[src/rtl/node_run_sequencer_if.sv]
// Handshake and status bundle between a node's job requester and its run sequencer.
// master = requester / node side, slave = node_run_sequencer.
interface node_run_sequencer_if #(
  parameter int ADDR_W = 32,
  parameter int CNT_W  = 32
);
  logic              start;
  logic [ADDR_W-1:0] start_offset;
  logic              fin;
  logic              axi_idle;
  logic              activate;
  logic              core_res_n;
  logic [ADDR_W-1:0] axi_offset;
  logic              busy;
  logic              done;
  logic              timed_out;
  logic [CNT_W-1:0]  run_cycles;

  modport master (
    output start, start_offset, fin, axi_idle,
    input  activate, core_res_n, axi_offset, busy, done, timed_out, run_cycles
  );

  modport slave (
    input  start, start_offset, fin, axi_idle,
    output activate, core_res_n, axi_offset, busy, done, timed_out, run_cycles
  );
endinterface

[src/rtl/node_run_sequencer.sv]
// Sequences one job on a clock-gated PicoRV node: enable clock, hold core reset,
// run until fin or watchdog, drain AXI traffic, gate off and pulse done.
module node_run_sequencer #(
  parameter int ADDR_W       = 32,
  parameter int RST_HOLD     = 4,
  parameter int DRAIN_CYCLES = 2,
  parameter int TIMEOUT      = 0,
  parameter int CNT_W        = 32
) (
  input logic                 clk,
  input logic                 res,
  node_run_sequencer_if.slave seq_if
);
  localparam int HOLD_N  = (RST_HOLD < 1) ? 1 : RST_HOLD;
  localparam int DRAIN_N = (DRAIN_CYCLES < 1) ? 1 : DRAIN_CYCLES;
  localparam int CNT_MAX = (HOLD_N > DRAIN_N) ? HOLD_N : DRAIN_N;
  localparam int SEQ_W   = (CNT_MAX > 1) ? $clog2(CNT_MAX) : 1;
  localparam logic [SEQ_W-1:0] HOLD_LAST  = SEQ_W'(HOLD_N - 1);
  localparam logic [SEQ_W-1:0] DRAIN_LAST = SEQ_W'(DRAIN_N - 1);
  localparam logic [CNT_W-1:0] TO_LAST    = CNT_W'((TIMEOUT > 0) ? TIMEOUT - 1 : 0);

  typedef enum logic [2:0] {
    IDLE, ENABLE, RUN, DRAIN, DONE
  } state_e;

  state_e            state_q, state_d;
  logic [SEQ_W-1:0]  seq_cnt_q, seq_cnt_d;
  logic              idle_seen_q, idle_seen_d;
  logic              activate_q, activate_d;
  logic              core_res_n_q, core_res_n_d;
  logic [ADDR_W-1:0] axi_offset_q, axi_offset_d;
  logic              busy_q, busy_d;
  logic              done_q, done_d;
  logic              timed_out_q, timed_out_d;
  logic [CNT_W-1:0]  run_cycles_q, run_cycles_d;

  always_comb begin
    state_d      = state_q;
    seq_cnt_d    = seq_cnt_q;
    idle_seen_d  = idle_seen_q;
    activate_d   = activate_q;
    core_res_n_d = core_res_n_q;
    axi_offset_d = axi_offset_q;
    timed_out_d  = timed_out_q;
    run_cycles_d = run_cycles_q;

    case (state_q)
      IDLE: begin
        if (seq_if.start) begin
          axi_offset_d = seq_if.start_offset;
          run_cycles_d = '0;
          timed_out_d  = 1'b0;
          activate_d   = 1'b1;
          seq_cnt_d    = '0;
          state_d      = ENABLE;
        end
      end
      ENABLE: begin
        if (seq_cnt_q == HOLD_LAST) begin
          core_res_n_d = 1'b1;
          state_d      = RUN;
        end else begin
          seq_cnt_d = seq_cnt_q + 1'b1;
        end
      end
      RUN: begin
        if (run_cycles_q != '1) begin
          run_cycles_d = run_cycles_q + 1'b1;
        end
        // fin has priority over a coinciding watchdog expiry
        if (seq_if.fin) begin
          seq_cnt_d   = '0;
          idle_seen_d = 1'b0;
          state_d     = DRAIN;
        end else if ((TIMEOUT != 0) && (run_cycles_q == TO_LAST)) begin
          timed_out_d = 1'b1;
          seq_cnt_d   = '0;
          idle_seen_d = 1'b0;
          state_d     = DRAIN;
        end
      end
      DRAIN: begin
        // The cycle axi_idle is first seen is the first counted drain cycle
        if (idle_seen_q || seq_if.axi_idle) begin
          idle_seen_d = 1'b1;
          if (seq_cnt_q == DRAIN_LAST) begin
            activate_d   = 1'b0;
            core_res_n_d = 1'b0;
            state_d      = DONE;
          end else begin
            seq_cnt_d = seq_cnt_q + 1'b1;
          end
        end
      end
      DONE: begin
        state_d = IDLE;
      end
      default: begin
        state_d = IDLE;
      end
    endcase

    busy_d = (state_d != IDLE);
    done_d = (state_d == DONE);
  end

  always_ff @(posedge clk) begin
    if (res) begin
      state_q      <= IDLE;
      seq_cnt_q    <= '0;
      idle_seen_q  <= 1'b0;
      activate_q   <= 1'b0;
      core_res_n_q <= 1'b0;
      axi_offset_q <= '0;
      busy_q       <= 1'b0;
      done_q       <= 1'b0;
      timed_out_q  <= 1'b0;
      run_cycles_q <= '0;
    end else begin
      state_q      <= state_d;
      seq_cnt_q    <= seq_cnt_d;
      idle_seen_q  <= idle_seen_d;
      activate_q   <= activate_d;
      core_res_n_q <= core_res_n_d;
      axi_offset_q <= axi_offset_d;
      busy_q       <= busy_d;
      done_q       <= done_d;
      timed_out_q  <= timed_out_d;
      run_cycles_q <= run_cycles_d;
    end
  end

  assign seq_if.activate   = activate_q;
  assign seq_if.core_res_n = core_res_n_q;
  assign seq_if.axi_offset = axi_offset_q;
  assign seq_if.busy       = busy_q;
  assign seq_if.done       = done_q;
  assign seq_if.timed_out  = timed_out_q;
  assign seq_if.run_cycles = run_cycles_q;
endmodule

[src/flat_wrapper.sv]
// flat-port wrapper written by rule: the top's interface ports become plain ports
module node_run_sequencer_flat 
#(
  parameter int ADDR_W       = 32,
  parameter int RST_HOLD     = 4,
  parameter int DRAIN_CYCLES = 2,
  parameter int TIMEOUT      = 0,
  parameter int CNT_W        = 32
)
  (clk, res, seq_if_start, seq_if_start_offset, seq_if_fin, seq_if_axi_idle, seq_if_activate, seq_if_core_res_n, seq_if_axi_offset, seq_if_busy, seq_if_done, seq_if_timed_out, seq_if_run_cycles);
  node_run_sequencer_if #(.ADDR_W(ADDR_W), .CNT_W(CNT_W)) seq_if_i ();
  input logic clk;
  input logic res;
  input wire logic [$bits(seq_if_i.start)-1:0] seq_if_start;
  input wire logic [$bits(seq_if_i.start_offset)-1:0] seq_if_start_offset;
  input wire logic [$bits(seq_if_i.fin)-1:0] seq_if_fin;
  input wire logic [$bits(seq_if_i.axi_idle)-1:0] seq_if_axi_idle;
  output wire logic [$bits(seq_if_i.activate)-1:0] seq_if_activate;
  output wire logic [$bits(seq_if_i.core_res_n)-1:0] seq_if_core_res_n;
  output wire logic [$bits(seq_if_i.axi_offset)-1:0] seq_if_axi_offset;
  output wire logic [$bits(seq_if_i.busy)-1:0] seq_if_busy;
  output wire logic [$bits(seq_if_i.done)-1:0] seq_if_done;
  output wire logic [$bits(seq_if_i.timed_out)-1:0] seq_if_timed_out;
  output wire logic [$bits(seq_if_i.run_cycles)-1:0] seq_if_run_cycles;
  assign seq_if_i.start = seq_if_start;
  assign seq_if_i.start_offset = seq_if_start_offset;
  assign seq_if_i.fin = seq_if_fin;
  assign seq_if_i.axi_idle = seq_if_axi_idle;
  assign seq_if_activate = seq_if_i.activate;
  assign seq_if_core_res_n = seq_if_i.core_res_n;
  assign seq_if_axi_offset = seq_if_i.axi_offset;
  assign seq_if_busy = seq_if_i.busy;
  assign seq_if_done = seq_if_i.done;
  assign seq_if_timed_out = seq_if_i.timed_out;
  assign seq_if_run_cycles = seq_if_i.run_cycles;
  node_run_sequencer #(.ADDR_W(ADDR_W), .RST_HOLD(RST_HOLD), .DRAIN_CYCLES(DRAIN_CYCLES), .TIMEOUT(TIMEOUT), .CNT_W(CNT_W)) u_core (.clk(clk), .res(res), .seq_if(seq_if_i));
endmodule
[config.mk]
export PLATFORM = sky130hd
export DESIGN_NAME = node_run_sequencer_flat
export DESIGN_NICKNAME = d
export VERILOG_FILES = /design/src/rtl/node_run_sequencer_if.sv /design/src/rtl/node_run_sequencer.sv /design/src/flat_wrapper.sv
export SDC_FILE = /design/constraint.sdc
export NUM_CORES = 1
export LEC_CHECK = 0
export ABC_AREA = 1
export CAP_MARGIN = 15
export CORE_MARGIN = 4
export CORE_UTILIZATION = 30
export CTS_BUF_LIST = sky130_fd_sc_hd__clkbuf_8
export DETAILED_ROUTE_END_ITERATION = 10
export DONT_BUFFER_PORTS = 1
export SKIP_LAST_GASP = 1
export SYNTH_ARGS = -nofsm -noshare
export SYNTH_HDL_FRONTEND = slang
export SYNTH_SLANG_ARGS = --single-unit
[constraint.sdc]
create_clock -name clk -period 3.41 [get_ports clk]
set_input_delay 0.682 -clock clk [delete_from_list [all_inputs] [get_ports clk]]
set_output_delay 0.682 -clock clk [all_outputs]
set_load 0.05 [all_outputs]
==> summary.txt, run 1 <==
Outcome
  • Outcome: finished clean

STA
  • Slew HR: 53.33%
  • Crit path time final: 2323 ps
  • Setup tns final: 0 ps
  • # setup viols final: 0
  • Pins Over Slew Limit: 0
  • Final worst path period share: 68.11%
  • Max frequency: 430.5 MHz
  • Final Hold Vio Count: 0
  • Skew final: 14.53 ps
  • Worst Tran Pin Value: 699.0 ps
  • RSZ-0062 raised after global routing: no

Route
  • DRT Wirelength: 11.12 mm
  • Via count: 3900
  • Final antenna-violating net count: 0
  • 1st-iter DRT viols: 234
  • Remaining DRCs: 0
  • Via/cell ratio: 5.045
  • Wire per inst: 14.38 um
  • First-pass DRT Iterations: 5

Pwr
  • Combinational power share: 6.4%
  • Net Sw Frac: 29.44%
  • Psw: 0.5747 mW
  • Internal power: 1.378 mW
  • Total power: 1.952 mW
  • Cell Pwr Density: 450.7 nW/um2
  • Clk pwr share: 41.5%
  • Largest vdd supply drop: 0.2973 mV
  • Pleak: 1.560 nW
  • Flop pwr share: 52.1%

Synthesis
  • Gate Count Post-Synth: 590
  • Cell Area, Synth: 3816 um2
  • Most frequent cell after synthesis: nand2_1
  • Synth cell count leaders: nand2_1 (163), nand3_1 (88), dfxtp_1 (74), nor2_1 (74), a21oi_1 (66)
  • Synth async-reset ratio: 0%
  • Register area share after synthesis: 38.82%
  • Synth Flop Type: dfxtp_1
  • Post-Syn Area per Cell: 6.468 um2
  • Synth Net Count: 630
  • Syn. warnings: 0
  • Yosys top cell area share: 38.82%
  • Largest area contributor in the netlist: dfxtp_1
  • Post-synth cell types: 34
  • Number of synthesized flops with an enable pin: 0
  • Synthesis-stage register bit count: 74
  • Synth top area cells: dfxtp_1 (39%), nand2_1 (16%), nand3_1 (12%)

Clocking
  • Number of buffers created by CTS: 9
  • Post-CTS Resized: 0
  • Root buf cell: clkbuf_8
  • Clock buffer depth: 2
  • Postcts setup bufs: 0
  • Max H-tree Level: 3
  • Sink Count: 74
  • Worst-path clk slew: 90 ps
  • CTS tree: yes
  • Worst skew pair latency: 370 ps
  • Hold buffer count at CTS: 0

Global route
  • First-pass GRT wire length: 18.10 mm
  • Initial antenna violation count: 0
  • Gr ovfl total: 0
  • Vias in the first global route: 3644
  • Global-route usage over all layers: 15.60%
  • Largest net degree at the start of global routing: 62

Die
  • Die W: 120.8 um
  • Core Box Area: 12210 um2
  • Die ar.: 14590 um2
  • Die Y: 120.8 um
  • Initial Utilization: 31.25%
  • Row Count: 40
  • Ports: 106

Cells and area
  • Nets@finish: 640
  • Layout cells sized above 1: 10.58%
  • Non-Filler Instances: 773
  • Layout area overhead: 13.51%
  • Ant diodes: 0

Place
  • Port Buf Inserts: 0
  • Gp weighted congestion: 0.8741
  • HPWL after DPL: 7.905 mm
  • Placed cell count: 757

Setup path
  • Critical-path maximum fanout: 24
  • Kind of critical path: reg -> reg
  • CP startpoint kind: register
  • Worst Path Required: 3680 ps
  • Critical Path Sink Type: register
  • CP Data Arrival Time: 2590 ps

Min path
  • Min-Delay Path Class: in -> reg

Flow run
  • MaxCap Viol Count: 0
==> power groups by stage <==
stage / combinational, mW / clock (mW) / sequential [mW]
2_1_floorplan: 0.123 / 0 / 1.03
3_3_place_gp: 0.122 / 0 / 1.04
4_1_cts: 0.127 / 0.841 / 1.02
5_1_grt: 0.147 / 0.879 / 1.02
6_report: 0.125 / 0.809 / 1.02
3_5_place_dp: 0.126 / 0 / 1.04
==> layout make-up <==
| type | instances | area, um2 |
|---|---|---|
| inverter | 42 | 157.7 |
| multi-input combinational | 445 | 2039 |
| sequential | 74 | 1481 |
| clock inverter | 6 | 95.09 |
| clock buffer | 10 | 137.6 |
| timing repair buffer | 28 | 210.2 |
| tap | 168 | 210.2 |
| fill | 1306 | 7880 |
==> worst paths after layout <==
path,start,end,slack [ps],cells after the start
hold reg to reg,u_core.idle_seen_q,u_core.idle_seen_q,510,2
hold / removal,res,u_core.seq_if.run_cycles[16],370,1
setup / recovery,u_core.seq_if.run_cycles[24],u_core.seq_if.run_cycles[31],1090,9
setup reg to reg,u_core.seq_if.run_cycles[24],u_core.seq_if.run_cycles[31],1090,9
==> cell families after synthesis <==
kind of cell / synth area share, %
XOR/XNOR: 0.4591
AND/OR/NAND/NOR: 41.02
adder cells (fa/ha/maj): 0.9837
AO/OA/AOI/OAI: 10.82
buffers and inverters: 7.803
flip-flops: 38.82
other: 0.09827
==> stage by stage <==
| step | util [%] | area, um2 | setup slack (ps) | hold slack [ps] |
|---|---|---|---|---|
| 2_1_floorplan | - | 3816 | 1285 | 460.2 |
| 3_3_place_gp | 33.57 | 4099 | 1158 | 478.1 |
| 3_5_place_dp | 33.57 | 4099 | 1090 | 489.9 |
| 4_1_cts | 35.47 | 4332 | 1068 | 343.1 |
| 5_1_grt | 35.47 | 4332 | 860.9 | 347.2 |
| 6_report | 35.47 | 4332 | 1087 | 374.2 |
==> per-layer routing <==
layer | wire length, um | GRT usage (%) | up-vias
li1 | - | - | 1935
met1 | 4795 | 19.52 | 1764
met2 | 4867 | 24.21 | 178
met3 | 1212 | 6.174 | 23
met4 | 242 | 5.807 | 0
met5 | 0 | 0 | -
==> layout by cell type (no fill, tap or decap), drive strengths merged, types with 5 or more instances in the layout <==
| cell | count |
|---|---|
| a21oi | 66 |
| buf | 28 |
| clkbuf | 10 |
| dfxtp | 74 |
| inv | 45 |
| nand2 | 173 |
| nand3 | 88 |
| nor2 | 77 |
| nor3 | 9 |
| o21ai | 8 |
| or2 | 5 |
==> flip-flops by register name, indices dropped and copies added, names as in the netlist <==
name                      count
u_core.seq_cnt_q              2
u_core.seq_if.busy            1
u_core.seq_if.done            1
u_core.seq_if.axi_offset     32
u_core.seq_if.core_res_n      1
u_core.state_q                3
u_core.idle_seen_q            1
u_core.seq_if.run_cycles     32
u_core.seq_if.activate        1
==> worst max-delay path, cell delays in order (launching register included) <==
cell and delay (ps):
dfxtp_1 780, nand2_1 140, nor2_1 190, nand2_1 90
nor2_1 150, nand2_2 90, nand2_4 240, nand2_4 250
a21oi_1 210, nor2_1 60
Power figures use the tool's default switching activity.
==> run 2, diff against run 1 <==
==> constraint.sdc (replaced) <==
create_clock -name clk -period 1.88 [get_ports clk]
set_input_delay 0.376 -clock clk [delete_from_list [all_inputs] [get_ports clk]]
set_output_delay 0.376 -clock clk [all_outputs]
set_load 0.05 [all_outputs]
==> run 2 against run 1 <==
Effect of this change: critical path depth is 3 higher; highest routed layer unchanged; via count is 3.1% higher; largest cell class unchanged; first-iteration DRC count is 3.8% lower; critical endpoint is now u_core.seq_if.run_cycles[17]; non-clock buffer count is 17 higher; largest power group unchanged; final area is 2.2% higher.
==> summary.txt, run 2 (synthesis gave the netlist of run 1 again) <==
Outcome
  • Outcome: finished clean

STA
  • Final Hold Vio Count: 0 (unchanged)
  • Final worst path period share: 92.53% (+24 points)
  • Skew final: 10.74 ps (-3.789 ps)
  • # setup viols final: 0 (unchanged)
  • Slew HR: 63.42% (+10 points)
  • Crit path time final: 1740 ps (-583.1 ps)
  • Worst Tran Pin Value: 547.9 ps (-151.1 ps)
  • Pins Over Slew Limit: 0 (unchanged)
  • Worst setup margin: 140.4 ps (-946.9 ps)
  • RSZ-0062 raised after global routing: yes
  • Max frequency: 574.8 MHz (+34%)

Place
  • Port Buf Inserts: 0 (unchanged)
  • Gp weighted congestion: 0.9045 (+3.5%)
  • Setup WS pre-CTS: 123.0 ps (-967.0 ps)
  • Placed cell count: 774 (+2.2%)
  • HPWL after DPL: 8.676 mm (+9.8%)

Route
  • First-pass DRT Iterations: 5 (unchanged)
  • 1st-iter DRT viols: 225 (-3.8%)
  • Remaining DRCs: 0 (unchanged)
  • Via/cell ratio: 5.091 (+0.91%)
  • DRT Wirelength: 11.61 mm (+4.5%)
  • Via count: 4022 (+3.1%)
  • Wire per inst: 14.70 um (+2.2%)
  • Final antenna-violating net count: 0 (unchanged)

Cells and area
  • Layout cells sized above 1: 13.99% (+3.4 points)
  • Ant diodes: 0 (unchanged)
  • Area of the multi-input gates: 2056 um2 (+0.80%)
  • Fill cell count: 1334 (+2.1%)
  • Commonest non-fill, non-tap cell in the layout: nand2_1
  • Layout area overhead: 16.03%
  • Nets@finish: 657 (+2.7%)
  • Most frequent cells in the layout: nand2_1 (161), nand3_1 (88), nor2_1 (73)
  • Register area: 1489 um2 (+0.51%)
  • Non-Filler Instances: 790 (+2.2%)

Flow run
  • MaxCap Viol Count: 0 (unchanged)

Pwr
  • Total power: 3.200 mW (+64%)
  • Cell Pwr Density: 722.6 nW/um2 (+60%)
  • Largest vdd supply drop: 0.4806 mV (+62%)
  • Pleak: 1.622 nW (+4.0%)

Setup path
  • Max stage delay cell, worst path: dfxtp_4
  • Critical Path Sink Type: register
  • Kind of critical path: reg -> reg
  • Critical R2R Launch: u_core.seq_if.run_cycles[0]
  • CP max stage delay: 350 ps (-430 ps)
  • CP Data Arrival Time: 2000 ps (-590 ps)
  • Critical path origin: u_core.seq_if.run_cycles[0]
  • CP startpoint kind: register
  • Critical-path maximum fanout: 6 (-75%)
  • Cell family with most CP delay: simple AND/OR/NAND/NOR gates
  • Worst Path Required: 2140 ps (-1540 ps)
  • WP buf/inv: 3 (+3)
  • Crit path cell chain: buf_4 -> inv_1 -> nor2_1 -> nand2_2 -> inv_1 -> nand2_1 -> nor2_1 -> nand2_1 -> nand2_1 -> nand2_1 -> nand2_1 -> nor2_1
  • Most used cell, CP: nand2_1

Global route
  • Vias in the first global route: 3927 (+7.8%)
  • First-pass GRT wire length: 19.40 mm (+7.2%)
  • Initial antenna violation count: 0 (unchanged)
  • Largest net degree at the start of global routing: 62 (unchanged)
  • Global-route usage over all layers: 16.55% (+0.95 points)
  • Gr ovfl total: 0 (unchanged)

Die
  • Initial Utilization: 31.25% (unchanged)
  • Row Count: 40 (unchanged)
  • Ports: 106 (unchanged)
  • Die Y: 120.8 um (unchanged)
  • Die W: 120.8 um (unchanged)
  • Core Box Area: 12210 um2 (unchanged)
  • Die ar.: 14590 um2 (unchanged)

Clocking
  • Sink Count: 74 (unchanged)
  • Worst-path clk slew: 80 ps (about the same)
  • Number of buffers created by CTS: 9 (unchanged)
  • Worst skew pair latency: 370 ps (about the same)
  • Root buf cell: clkbuf_8
  • Postcts setup bufs: 0 (unchanged)
  • Hold buffer count at CTS: 0 (unchanged)
  • Max H-tree Level: 3 (unchanged)
  • CTS tree: yes
  • Post-CTS Resized: 0 (unchanged)
  • Clock buffer depth: 2 (unchanged)

Min path
  • Min-Delay Path Class: in -> reg
  • Hold path startpoint: res
run 2: worst paths after layout:
path                                                endpoint  slack [ps]  cells after the start
worst max-delay path            u_core.seq_if.run_cycles[17]         140                     12
worst min register to register            u_core.idle_seen_q         490                      2
worst min-delay path             u_core.seq_if.run_cycles[5]          80                      1
worst max register to register  u_core.seq_if.run_cycles[17]         140                     12
run 2: report_power, final:
part           internal, mW  switching, mW
clock                 0.476          0.639
combinational        0.0813          0.158
sequential             1.62          0.223
total                  2.18           1.02
run 2: per-layer routing:
layer | global-route usage (%) | share of wire (%)
met5 | 0 | 0
met4 | 6.303 | 2.4
met3 | 6.642 | 11
met2 | 25.81 | 46
met1 | 20.48 | 41
run 2: final cells by class:
cell class / count / area share (%)
flip-flops and latches: 74 / 33.63
repair buffers: 45 / 7.799
well taps: 168 / 4.747
multi-input cells: 445 / 46.43
inverters: 42 / 3.560
clock inverters: 7 / 1.045
clock buffers: 9 / 2.797
run 2: metrics by stage:
step	cell area (um2)	setup TNS (ps)	utilization (%)	hold WS, ps
floorplan	3824	0	-	460.2
global placement	4234	0	34.67	455.9
detailed placement	4234	0	34.67	456.0
CTS	4404	0	36.07	50.49
global route	4428	-51.00	36.26	44.17
finish	4428	0	36.26	81.95
==> run 3, diff against run 2 <==
--- a/config.mk
+++ b/config.mk
@@ -12,6 +12,7 @@
 export CTS_BUF_LIST = sky130_fd_sc_hd__clkbuf_8
 export DETAILED_ROUTE_END_ITERATION = 10
 export DONT_BUFFER_PORTS = 1
+export HOLD_SLACK_MARGIN = 0.15
 export SKIP_LAST_GASP = 1
 export SYNTH_ARGS = -nofsm -noshare
 export SYNTH_HDL_FRONTEND = slang
==> run 3 against run 2 <==
Effect of this change: first-iteration DRC count grew 16%; cell count grew 1.1%; sequential power is essentially flat; worst hold slack gained 92 ps; maximum frequency shrank 1.1%; largest cell class unchanged; largest power group unchanged.
==> summary.txt, run 3 (synthesis gave the netlist of run 1 again) <==
Die
  • Die W: 120.8 um (unchanged)
  • Die ar.: 14590 um2 (unchanged)
  • Initial Utilization: 31.25% (unchanged)
  • Die Y: 120.8 um (unchanged)
  • Row Count: 40 (unchanged)
  • Core Box Area: 12210 um2 (unchanged)
  • Ports: 106 (unchanged)

Cells and area
  • Commonest non-fill, non-tap cell in the layout: nand2_1
  • Layout area overhead: 19.18%
  • Most frequent cells in the layout: nand2_1 (161), nand3_1 (88), nor2_1 (73)
  • Layout cells sized above 1: 13.95% (-0.041 points)
  • Ant diodes: 0 (unchanged)
  • Nets@finish: 666 (+1.4%)
  • Post-layout util: 37.24% (+0.98 points)

Global route
  • Largest net degree at the start of global routing: 60 (-3.2%)
  • Global-route usage over all layers: 16.73% (+0.18 points)
  • Initial antenna violation count: 0 (unchanged)
  • Vias in the first global route: 3960 (+0.84%)
  • Gr ovfl total: 0 (unchanged)
  • First-pass GRT wire length: 19.57 mm (+0.89%)

Clocking
  • Root buf cell: clkbuf_8
  • CTS tree: yes
  • Sink Count: 74 (unchanged)
  • Worst-path clk slew: 90 ps (about the same)
  • Worst skew pair latency: 360 ps (about the same)
  • Number of buffers created by CTS: 9 (unchanged)
  • Clock buffer depth: 2 (unchanged)
  • Max H-tree Level: 3 (unchanged)

STA
  • Pins Over Slew Limit: 0 (unchanged)
  • Final worst path period share: 93.56% (+1.0 points)
  • Final Hold Vio Count: 0 (unchanged)
  • Worst setup margin: 121.1 ps (-19.33 ps)
  • # setup viols final: 0 (unchanged)
  • Crit path time final: 1759 ps (+19.33 ps)
  • Slew HR: 63.36% (-0.068 points)
  • Skew final: 11.18 ps (+0.4384 ps)
  • Worst Tran Pin Value: 548.9 ps (+1.019 ps)
  • Max frequency: 568.5 MHz (-1.1%)
  • Worst hold margin: 174.0 ps (+92.01 ps)
  • RSZ-0062 raised after global routing: yes

Setup path
  • WP buf/inv: 2 (-1)
  • Critical Path Sink Type: register
  • Kind of critical path: reg -> reg
  • Max stage delay cell, worst path: dlygate4sd3_1
  • Worst Path Required: 2180 ps (+40 ps)
  • Cell family with most CP delay: buffers and inverters
  • Critical-path maximum fanout: 32 (+26)
  • CP max stage delay: 570 ps (+220 ps)
  • Crit path cell chain: nor3_4 -> buf_12 -> nand3_1 -> dlygate4sd3_1 -> a21oi_1
  • Reg-to-reg slack, setup: 120 ps (-20 ps)
  • CP startpoint kind: register
  • CP Data Arrival Time: 2060 ps (+60 ps)

Pwr
  • Combinational power share: 8.9% (+1.4 points)
  • Largest vdd supply drop: 0.4827 mV (+0.45%)
  • Internal power: 2.204 mW (+1.1%)
  • Psw: 1.045 mW (+2.5%)
  • Flop pwr share: 56.8% (-0.9 points)
  • Cell Pwr Density: 714.4 nW/um2 (-1.1%)
  • Pleak: 1.668 nW (+2.9%)
  • Net Sw Frac: 32.15% (+0.29 points)
  • Clk pwr share: 34.3% (-0.5 points)

Place
  • Port Buf Inserts: 0 (unchanged)
  • HPWL after DPL: 8.676 mm (unchanged)
  • Gp weighted congestion: 0.9045 (unchanged)
  • Setup WS pre-CTS: 123.0 ps (unchanged)

Route
  • DRT Wirelength: 11.76 mm (+1.2%)
  • 1st-iter DRT viols: 262 (+16%)
  • Via count: 4008 (-0.35%)
  • Final antenna-violating net count: 0 (unchanged)
  • Wire per inst: 14.72 um (about the same)
  • Remaining DRCs: 0 (unchanged)
  • Via/cell ratio: 5.016 (-1.5%)
  • First-pass DRT Iterations: 7 (+2)

Flow run
  • MaxCap Viol Count: 0 (unchanged)

Outcome
  • Outcome: finished clean

Min path
  • Min-Delay Path Class: in -> reg
[run 3: cell count changes in the layout (fill, tap and decap cells not counted)]
cell | before | now
buf_4 | 43 | 42
buf_16 | 0 | 1
buf_12 | 0 | 1
dlygate4sd3_1 | 0 | 8
[run 3: path summary, 6_finish.rpt]
kind | startpoint | endpoint | cells after the start
max reg2reg | u_core.state_q[1] | u_core.seq_if.axi_offset[0] | 5
min | seq_if_start | u_core.seq_if.axi_offset[1] | 2
min reg2reg | u_core.idle_seen_q | u_core.idle_seen_q | 2
max | u_core.state_q[1] | u_core.seq_if.axi_offset[0] | 5
[run 3: routing by layer]
| metal | global-route usage [%] | wire (um) | up-vias |
|---|---|---|---|
| li1 | - | - | 1984 |
| met1 | 20.54 | 4903 | 1821 |
| met2 | 26.55 | 5450 | 177 |
| met3 | 5.706 | 1093 | 26 |
| met4 | 7.365 | 311 | 0 |
| met5 | 0 | 0 | - |
[run 3: cell type report]
cell class	instances	area [um2]
inverter	42	157.7
fill	1321	7664
multi-input combinational	445	2056
sequential	74	1489
clock inverter	7	46.29
tap	168	210.2
clock buffer	9	123.9
timing repair buffer	54	465.4
[run 3: per-stage QoR]
stage	total power [mW]	instance area (um2)	TNS, ps	instances
CTS	3.298	4492	0	797
finish	3.249	4548	0	799
detailed placement	2.120	4234	0	774
floorplan	2.092	3824	0	590
global route	3.420	4548	-51.02	799
global placement	2.107	4234	0	774
[run 3: power groups by stage]
stage          sequential [mW]  combinational, mW  clock, mW
6_report                  1.85              0.288       1.11
5_1_grt                   1.85              0.329       1.24
4_1_cts                   1.85              0.274       1.18
3_5_place_dp              1.88              0.238          0
3_3_place_gp              1.88              0.225          0
2_1_floorplan             1.87              0.222          0
[run 3: what timing repair did]
item / in CTS / in global routing
hold buffers: 7 / 2
buffers inserted: 0 / 0
setup endpoints to repair: 0 / 16
hold endpoints to repair: 59 / 1
gates resized for setup: 0 / 10
